===== src/rtl/ghost_ctrl_pkg.sv =====
// Shared types, register map and geometry helpers for the ghost motion sequencer.
package ghost_ctrl_pkg;

  localparam int unsigned POS_W = 11;
  localparam int unsigned BNC_W = 6;

  typedef enum logic [1:0] {
    IDLE = 2'b00,
    RUN  = 2'b01
  } state_t;

  typedef enum logic [1:0] {
    DIR_RIGHT = 2'b00,
    DIR_DOWN  = 2'b01,
    DIR_LEFT  = 2'b10,
    DIR_UP    = 2'b11
  } dir_t;

  localparam logic [2:0] REG_CTRL    = 3'd0;
  localparam logic [2:0] REG_START_X = 3'd1;
  localparam logic [2:0] REG_START_Y = 3'd2;
  localparam logic [2:0] REG_SPEED   = 3'd3;
  localparam logic [2:0] REG_STATUS  = 3'd4;

  // STATUS read word layout
  typedef struct packed {
    logic [BNC_W-1:0] bounce;
    state_t           state;
    dir_t             dir;
    logic [POS_W-1:0] y0;
    logic [POS_W-1:0] x0;
  } status_t;

  // Largest origin that keeps the sprite fully on screen
  function automatic logic [POS_W-1:0] calc_max(input int unsigned res, input int unsigned spr);
    return POS_W'(res - spr);
  endfunction

endpackage


===== src/rtl/ghost_axis_step.sv =====
// One axis of the per-frame step: load/clamp, advance, bounce at the edges.
module ghost_axis_step
  import ghost_ctrl_pkg::*;
#(
  parameter int unsigned SPD_W = 4
) (
  input  logic [POS_W-1:0] pos,
  input  logic             dir,
  input  logic [SPD_W-1:0] speed,
  input  logic [POS_W-1:0] max_pos,
  input  logic             tick,
  input  logic             run,
  input  logic             load,
  input  logic [POS_W-1:0] start,
  output logic [POS_W-1:0] pos_c,
  output logic             dir_c,
  output logic             flip_c
);

  localparam int unsigned AW = POS_W + 1;

  logic [AW-1:0] pos_w;
  logic [AW-1:0] spd_w;
  logic [AW-1:0] sum_w;

  assign pos_w = AW'(pos);
  assign spd_w = AW'(speed);
  assign sum_w = pos_w + spd_w;

  // dir: 0 = increasing coordinate, 1 = decreasing
  always_comb begin
    pos_c  = pos;
    dir_c  = dir;
    flip_c = 1'b0;
    if (tick && load) begin
      pos_c = (start > max_pos) ? max_pos : start;
      dir_c = 1'b0;
    end else if (tick && run && (speed != '0)) begin
      if (!dir) begin
        if (sum_w >= AW'(max_pos)) begin
          pos_c  = max_pos;
          dir_c  = 1'b1;
          flip_c = 1'b1;
        end else begin
          pos_c = POS_W'(sum_w);
        end
      end else begin
        if (pos_w <= spd_w) begin
          pos_c  = '0;
          dir_c  = 1'b0;
          flip_c = 1'b1;
        end else begin
          pos_c = POS_W'(pos_w - spd_w);
        end
      end
    end
  end

endmodule


===== src/rtl/ghost_motion_ctrl.sv =====
// Ghost sprite sequencer: CPU register slot, per-frame motion with edge bounce,
// and the origin/ctrl drive for the ghost sprite core.
module ghost_motion_ctrl
  import ghost_ctrl_pkg::*;
#(
  parameter int unsigned H_RES    = 640,
  parameter int unsigned V_RES    = 480,
  parameter int unsigned SPR_SIZE = 16,
  parameter int unsigned SPD_W    = 4
) (
  input  logic                clk,
  input  logic                reset_n,
  input  logic [POS_W-1:0]    x,
  input  logic [POS_W-1:0]    y,
  input  logic                cs,
  input  logic                write,
  input  logic                read,
  input  logic [2:0]          addr,
  input  logic [31:0]         wr_data,
  output logic [31:0]         rd_data,
  output logic [POS_W-1:0]    x0,
  output logic [POS_W-1:0]    y0,
  output logic [4:0]          ctrl
);

  localparam logic [POS_W-1:0] XMAX = calc_max(H_RES, SPR_SIZE);
  localparam logic [POS_W-1:0] YMAX = calc_max(V_RES, SPR_SIZE);
  localparam logic [BNC_W-1:0] BNC_SAT = '1;

  logic             run_q;
  logic             auto_q;
  logic [1:0]       colour_q;
  logic [POS_W-1:0] start_x_q;
  logic [POS_W-1:0] start_y_q;
  logic [SPD_W-1:0] dx_q;
  logic [SPD_W-1:0] dy_q;
  logic [POS_W-1:0] x_d1;
  logic             xdir_q;
  logic             ydir_q;
  logic [BNC_W-1:0] bounce_q;
  logic [BNC_W-1:0] bounce_d;
  logic             load_pending_q;
  logic             load_pending_d;
  state_t           state_q;
  state_t           state_d;

  logic             wr_en;
  logic             tick;
  logic             running;
  logic [POS_W-1:0] x_pos_c;
  logic [POS_W-1:0] y_pos_c;
  logic             xdir_c;
  logic             ydir_c;
  logic             xflip_c;
  logic             yflip_c;
  dir_t             dir;
  logic [4:0]       ctrl_nxt;
  status_t          status;
  logic             unused_bits;

  assign wr_en   = cs && write;
  assign tick    = (x_d1 == '0) && (x == POS_W'(1)) && (y == '0);
  assign running = (state_q == RUN);
  assign unused_bits = ^{read, wr_data[31:POS_W]};

  ghost_axis_step #(.SPD_W(SPD_W)) u_x_axis (
    .pos(x0), .dir(xdir_q), .speed(dx_q), .max_pos(XMAX), .tick(tick), .run(running),
    .load(load_pending_q), .start(start_x_q), .pos_c(x_pos_c), .dir_c(xdir_c), .flip_c(xflip_c)
  );

  ghost_axis_step #(.SPD_W(SPD_W)) u_y_axis (
    .pos(y0), .dir(ydir_q), .speed(dy_q), .max_pos(YMAX), .tick(tick), .run(running),
    .load(load_pending_q), .start(start_y_q), .pos_c(y_pos_c), .dir_c(ydir_c), .flip_c(yflip_c)
  );

  always_comb begin
    state_d = state_q;
    case (state_q)
      IDLE:    if (run_q)  state_d = RUN;
      RUN:     if (!run_q) state_d = IDLE;
      default: state_d = IDLE;
    endcase
  end

  // A write on the tick cycle wins, so that load is served on the following tick
  always_comb begin
    load_pending_d = load_pending_q;
    if (wr_en && ((addr == REG_START_X) || (addr == REG_START_Y)))
      load_pending_d = 1'b1;
    else if (tick)
      load_pending_d = 1'b0;

    bounce_d = bounce_q;
    if (tick && load_pending_q)
      bounce_d = '0;
    else if ((xflip_c || yflip_c) && (bounce_q != BNC_SAT))
      bounce_d = bounce_q + BNC_W'(1);
  end

  always_comb begin
    if (dx_q >= dy_q) dir = xdir_q ? DIR_LEFT : DIR_RIGHT;
    else              dir = ydir_q ? DIR_UP : DIR_DOWN;
    ctrl_nxt = {colour_q, auto_q, auto_q ? 2'b00 : dir};
  end

  always_ff @(posedge clk or negedge reset_n) begin
    if (!reset_n) state_q <= IDLE;
    else          state_q <= state_d;
  end

  always_ff @(posedge clk or negedge reset_n) begin
    if (!reset_n) begin
      run_q          <= 1'b0;
      auto_q         <= 1'b0;
      colour_q       <= '0;
      start_x_q      <= '0;
      start_y_q      <= '0;
      dx_q           <= '0;
      dy_q           <= '0;
      x_d1           <= '0;
      x0             <= '0;
      y0             <= '0;
      xdir_q         <= 1'b0;
      ydir_q         <= 1'b0;
      bounce_q       <= '0;
      load_pending_q <= 1'b0;
      ctrl           <= '0;
    end else begin
      x_d1           <= x;
      x0             <= x_pos_c;
      y0             <= y_pos_c;
      xdir_q         <= xdir_c;
      ydir_q         <= ydir_c;
      bounce_q       <= bounce_d;
      load_pending_q <= load_pending_d;
      ctrl           <= ctrl_nxt;
      if (wr_en) begin
        case (addr)
          REG_CTRL: begin
            run_q    <= wr_data[0];
            auto_q   <= wr_data[1];
            colour_q <= wr_data[3:2];
          end
          REG_START_X: start_x_q <= wr_data[POS_W-1:0];
          REG_START_Y: start_y_q <= wr_data[POS_W-1:0];
          REG_SPEED: begin
            dx_q <= wr_data[SPD_W-1:0];
            dy_q <= wr_data[2*SPD_W-1:SPD_W];
          end
          default: ;
        endcase
      end
    end
  end

  always_comb begin
    status.bounce = bounce_q;
    status.state  = state_q;
    status.dir    = dir;
    status.y0     = y0;
    status.x0     = x0;
    rd_data = '0;
    case (addr)
      REG_CTRL:    rd_data = 32'({colour_q, auto_q, run_q});
      REG_START_X: rd_data = 32'(start_x_q);
      REG_START_Y: rd_data = 32'(start_y_q);
      REG_SPEED:   rd_data = 32'({dy_q, dx_q});
      REG_STATUS:  rd_data = status;
      default:     rd_data = '0;
    endcase
  end

endmodule

===== config.mk =====
export PLATFORM = sky130hd
export DESIGN_NAME = ghost_motion_ctrl
export DESIGN_NICKNAME = d
export VERILOG_FILES = /design/src/rtl/ghost_ctrl_pkg.sv /design/src/rtl/ghost_axis_step.sv /design/src/rtl/ghost_motion_ctrl.sv
export SDC_FILE = /design/constraint.sdc
export NUM_CORES = 1
export LEC_CHECK = 0
export CORE_ASPECT_RATIO = 0.8
export CORE_MARGIN = 5
export CORE_UTILIZATION = 50
export DETAILED_ROUTE_END_ITERATION = 6
export DONT_BUFFER_PORTS = 1
export GPL_TIMING_DRIVEN = 0
export PLACE_DENSITY = 0.74
export SYNTH_ARGS = -nofsm -noshare
export SYNTH_HDL_FRONTEND = slang
export SYNTH_SLANG_ARGS = --single-unit

===== constraint.sdc =====
create_clock -name clk -period 3.8 [get_ports clk]
set_clock_uncertainty 0.1 [all_clocks]
set_input_delay 0.38 -clock clk [delete_from_list [all_inputs] [get_ports clk]]
set_output_delay 0.38 -clock clk [all_outputs]
set_load 0.05 [all_outputs]

# ---- Word-level counts from Yosys, hierarchy flattened
# Index checks and enable logic that the tools add are counted.
# W data, S select, Z words.
dict set report totals {
  reg_bits 83
  latchBits 0
  ramBits 0
  rom_bits 0
  word_cells 105
  mem_count 0
}
dict set report classes {
  addsub 5
  n_mul 0
  div_mod_pow 0
  n_lt_le_gt_ge 7
  n_eq_ne 9
  shifts 0
  muxes 42
  n_bitwise 0
  n_reduce_logical 26
}
# cell count
set op_table {}
lappend op_table {{$pmux W32 S5} 1}
lappend op_table {{$mux W11} 12}
lappend op_table {{$add A11 B4 Y12} 2}
lappend op_table {{$le A11 B4 Y1} 2}
lappend op_table {{$logic_not A11 Y1} 2}
lappend op_table {{$sub A11 B4 Y11} 2}
lappend op_table {{$mux W1} 20}
lappend op_table {{$ge A12 B10 Y1 const B} 1}
lappend op_table {{$ge A12 B9 Y1 const B} 1}
lappend op_table {{$mux W2} 6}
lappend op_table {{$mux W6} 2}
lappend op_table {{$eq A11 B1 Y1 const B} 1}
lappend op_table {{$gt A11 B10 Y1 const B} 1}
lappend op_table {{$gt A11 B9 Y1 const B} 1}
lappend op_table {{$reduce_and A2 Y1} 5}
lappend op_table {{$logic_and A1 B1 Y1} 9}
lappend op_table {{$reduce_bool A2 Y1} 4}
lappend op_table {{$reduce_bool A4 Y1} 2}
lappend op_table {{$add A6 B1 Y6 const B} 1}
lappend op_table {{$eq A3 B2 Y1 const B} 2}
lappend op_table {{$ne A6 B6 Y1 const B} 1}
lappend op_table {{$ge A4 B4 Y1} 1}
lappend op_table {{$ne A2 B2 Y1 const B} 2}
lappend op_table {{$pmux W2 S2} 1}
lappend op_table {{other kinds (6)} 7}

# ---- Longest topological paths before layout
dict set report depth {
  word_depth 11
  depth_mapped 12
}

# ---- Modules after synthesis
# A second synthesis with hierarchy kept.
dict set report hier_totals {
  hier_cells 791
  hier_area_um2 7160.6
}
# mod n_inst cells_each area_per_inst_um2 seq_area_each_um2
set modules_own_cells {}
lappend modules_own_cells {ghost_motion_ctrl 1 266 3423.3 2052.0}
lappend modules_own_cells {{ghost_axis_step at u_y_axis} 1 275 1930.6 0.0}
lappend modules_own_cells {{ghost_axis_step at u_x_axis} 1 250 1806.7 0.0}

# ---- Worst setup path before layout
# Ideal clock, no wire load.
dict set report synth_path {
  kind {reg-to-reg}
  start {reg x0[0]}
  end {reg bounce_q[1]}
  setup_ps 131
  arrival_ps 3135
  setup_slack_ps 434
  path_stages_with_launch 12
  synth_period_minus_slack_ps 3366
  path_cell_list {dfrtp_1 > ha_1 > inv_1 > fa_1 > nor2_1 > o311ai_1 > or4b_1 > a21oi_1 > o211ai_2 > a32oi_4 > mux2i_1 > nor2_1}
}
dict set report synth_via {
  elab_chain_cells 9
}
# element line_no
set synth_lines {}
lappend synth_lines {{start, declared} ghost_motion_ctrl.sv:21} ;# output logic [POS_W-1:0] x0,
lappend synth_lines {{start signal, assigned} ghost_motion_ctrl.sv:130} ;# x0 <= x_pos_c;
lappend synth_lines {{$add A11 B4 Y12} ghost_axis_step.sv:28} ;# assign sum_w = pos_w + spd_w;
lappend synth_lines {{$ge A12 B10 Y1} ghost_axis_step.sv:40} ;# if (sum_w >= AW'(max_pos)) begin
lappend synth_lines {{$mux W1} ghost_axis_step.sv:40}
lappend synth_lines {{$mux W1 (*)} ghost_axis_step.sv:39} ;# if (!dir) begin
lappend synth_lines {{$mux W1 (*)} ghost_axis_step.sv:38} ;# end else if (tick && run && (speed != '0)) begin
lappend synth_lines {{$mux W1 (*)} ghost_axis_step.sv:35} ;# if (tick && load) begin
lappend synth_lines {{$logic_or A1 B1 Y1 (*)} ghost_motion_ctrl.sv:96} ;# else if ((xflip_c || yflip_c) && (bounce_q != BNC_SAT))
lappend synth_lines {{$logic_and A1 B1 Y1 (*)} ghost_motion_ctrl.sv:96}
lappend synth_lines {{$reduce_bool A2 Y1 (no line) (*)} -}
lappend synth_lines {{end signal, assigned} ghost_motion_ctrl.sv:134} ;# bounce_q <= bounce_d;
lappend synth_lines {{end, declared} ghost_motion_ctrl.sv:40} ;# logic [BNC_W-1:0] bounce_q;
# Mark *: on every way between the ends. The rest lies on a longest branch, timed or not.
# A chain may end at the register's enable or synchronous reset.

# ---- Worst setup path in the final report
dict set report layout_path {
  start {reg x0[0]}
  end {reg bounce_q[0]}
}
# Same word-level chain as after synthesis.

==> metrics <==
largest net degree at the start of global routing 83; max_slew headroom 29.1%; setup bufs post-CTS 0; worst-case clock buffer depth 2; Compound-Gate Fraction of Synth Area about a fifth; fin area 6320 um^2; max_cap viols 0; Peak VDD IR 0.289 mV; Fmax 0.280 GHz; Initial Utilization 51.4%; Final Cycle Share 94.0%; die span in x between 100 and 150 um; CP Data Required Time 3900 ps; PD cells 425 nW/um^2; Worst-path clk slew approximately 70 ps; FP Rows 34; CTS H-tree lvls 3; initial antenna violation count 0; DRC 0; WL/cell 21.6 um; Startpoint Class flip-flop; Leak Pwr 2.75 nW; internal power 0.00182 W; synth top area cells dfrtp_1 (37%), mux2_2 (6.0%), o21ai_0 (5.2%); post-synthesis cell area 5620 um^2; post-placement setup slack -114 ps; clk root buf clkbuf_16; Sw Share 32.1%; vias per inst around 6.5; TNS Setup 0 ps; fin worst setup slack 228 ps; CTS tree yes; final wirelength 17.1 mm; # IOs 121; slowest stage delay, CP 600 ps; Die H 105 um; P_sw 0.000864 W; register area share after synthesis a little over a third; ant diodes 0; endpoints failing setup 0; CTS Buf Count 9; Synth area leader dfrtp_1; Post-DRT Antenna Nets 0; worst skew pair latency about 340 ps; vias in the first global route 5,004; combinational share of power 20.9%; Pre-antenna DRT Iters 5; Crit-path slowest cell or4b_1; Clk pwr share 36.1%; Post-Syn Instances between 600 and 700; via count 5,103; Hold Path Class primary input to flip-flop; YS warnings 0; Final Max Slew Viols 0; fin crit period 3570 ps; R2R cell count 11; RSZ-0062 raised after global routing no; Max Fanout on Critical Path 11; EDFF count, synth 0; Async SR Flop Fraction 100%; GRT Residual Overflow 0; Mean Syn Cell Area 9.13 um^2; GP Congestion 0.940; crit-path cells ha_1 -> inv_1 -> fa_1 -> nor2_1 -> o311ai_2 -> or4b_1 -> a21oi_1 -> o211ai_4 -> a32oi_4 -> xor2_1 -> nor2_1; global-route wire length before repair roughly 27 mm; syn nets 702; status finished clean; PortBufs 0; Iter 0 DRT Violations around 640; Synth cell types 76; Total GRT Usage 25.3%; #FFs+latches synth just over 80; Die ar. 13,500 um^2; CP Capture Type flip-flop; Post-DP HPWL 13.0 mm; Setup CP Type flip-flop to flip-flop; largest family of logic cells by synthesized area compound AO/OA/AOI/OAI gates; post-synthesis mux area share between 8 and 9%; Worst Max-Slew Pin Slew around 1100 ps; hold path cells 2; Flop pwr share 43.0%; Final Hold Vio Count 0; core footprint about 11,000 um^2; Post-Synth XOR/XNOR Area about 3.0%; CP arrival around 3700 ps; ratio of cells with drive above 1 in the final layout between 10% and 20%; Placed Area 5800 um^2; final core occ 57.8%; Synth Area in Simple Gates 20.5%; Area growth syn-to-layout 12.5%; Main synth FF type dfrtp_1; post-synth top area share 36.5%; final net count 727; TritonCTS Sinks 82; most used cell, CP nor2_1; Synth Area in Adders between 6 and 7%
[worst max-delay path: cells and delay by family (launching register included)]
kind                     cells  cell delay, ps
flip-flops                   1             560
adder cells (fa/ha/maj)      2             630
XOR/XNOR                     1             200
AND/OR/NAND/NOR              3             850
AO/OA/AOI/OAI                4            1010
buffers and inverters        1              60
[cell usage in the layout (no fill, tap or decap), types with 21 or more instances in the layout]
cell,Yosys,final
clkbuf_1,23,23
o21ai_0,58,47
and3_1,21,21
nand2_1,47,47
inv_1,28,28
dfrtp_1,82,78
nor2_1,36,36
ha_1,21,21
mux2_2,30,30
a21oi_1,29,29
[per-layer routing]
layer,track usage [%],wire (um),vias to the layer above
met5,0,0,-
met2,37.0,7540,223
met1,36.4,7560,2529
li1,-,-,2323
met3,7.24,1650,28
met4,7.35,319,0
[flip-flops by register name, indices dropped and copies added (netlist names), 2 cells and up]
name / cells
bounce_q: 6
x0: 11
colour_q: 2
ctrl: 5
start_x_q: 11
dx_q: 4
start_y_q: 11
y0: 11
dy_q: 4
x_d1: 11
[synth_stat cells, types with 4 or more instances]
| cell | instances |
|---|---|
| a211oi_1 | 5 |
| a21o_1 | 7 |
| a21oi_1 | 29 |
| a22oi_1 | 18 |
| a2bb2oi_1 | 4 |
| and2_1 | 6 |
| and3_1 | 21 |
| buf_2 | 8 |
| clkbuf_1 | 23 |
| dfrtp_1 | 82 |
| fa_1 | 4 |
| ha_1 | 21 |
| inv_1 | 28 |
| mux2_2 | 30 |
| mux2i_1 | 10 |
| nand2_1 | 47 |
| nand2b_1 | 12 |
| nand3_1 | 10 |
| nand4_1 | 9 |
| nor2_1 | 36 |
| nor2b_1 | 13 |
| nor3_1 | 10 |
| nor4_1 | 10 |
| o211ai_1 | 4 |
| o21ai_0 | 58 |
| o221ai_1 | 4 |
| o22a_1 | 5 |
| o31ai_1 | 5 |
| or3_1 | 5 |
| xnor2_1 | 10 |
| xor2_1 | 9 |
[metrics by stage]
stage          cells  total power, W  hold slack [ps]
2_1_floorplan    615         0.00154            -15.6
3_3_place_gp     759         0.00166            -11.8
3_5_place_dp     759         0.00169            -11.9
6_report         789         0.00269             58.1
4_1_cts          788         0.00269             53.0
5_1_grt          789         0.00281             55.2
[power by group through the flow]
| stage | registers [W] | clock network [W] | logic [W] |
|---|---|---|---|
| final | 0.00116 | 0.000971 | 0.000562 |
| after global routing | 0.00117 | 0.00102 | 0.000626 |
| after CTS | 0.00115 | 0.000981 | 0.000559 |
| after detailed placement | 0.00117 | 0 | 0.000523 |
| after global placement | 0.00116 | 0 | 0.000500 |
| after floorplan | 0.00112 | 0 | 0.000425 |
[area by class of cell]
cell class / instances / area [um^2]
inverters: 28 / 105
plain buffers: 35 / 153
well taps: 144 / 180
clock inverters: 5 / 86.3
multi-input cells: 471 / 3340
clock buffers: 11 / 253
fillers: 965 / 4610
flip-flops and latches: 82 / 2060
repair buffers: 13 / 148
[worst paths after layout]
kind                             start      endpoint  slack, ps
min reg2reg                colour_q[1]       ctrl[4]        310
min                         wr_data[5]  start_x_q[5]         60
max reg2reg                      x0[0]   bounce_q[0]        230
max in group asynchronous      reset_n       x_d1[6]       2760
min in group asynchronous      reset_n         y0[3]        490
max                              x0[0]   bounce_q[0]        230
[kinds of logic after synthesis]
| family | after synthesis |
|---|---|
| AOI/OAI and AO/OA | 174 |
| DFF | 82 |
| and+or+nand+nor | 210 |
| buffers and inverters | 63 |
| other | 1 |
| muxes | 41 |
| xor gates and xnor gates | 19 |
| adders and majority gates | 25 |
[timing repair]
| action | in CTS | in global routing |
|---|---|---|
| gates cloned | 0 | 1 |
| endpoints found under the hold margin | 93 | 0 |
| resized for setup | 2 | 4 |
| pin swaps | 0 | 1 |
| endpoints found under the setup margin | 6 | 10 |
| hold buffers | 13 | 0 |
Note: power is estimated with default switching activity, not from simulation.
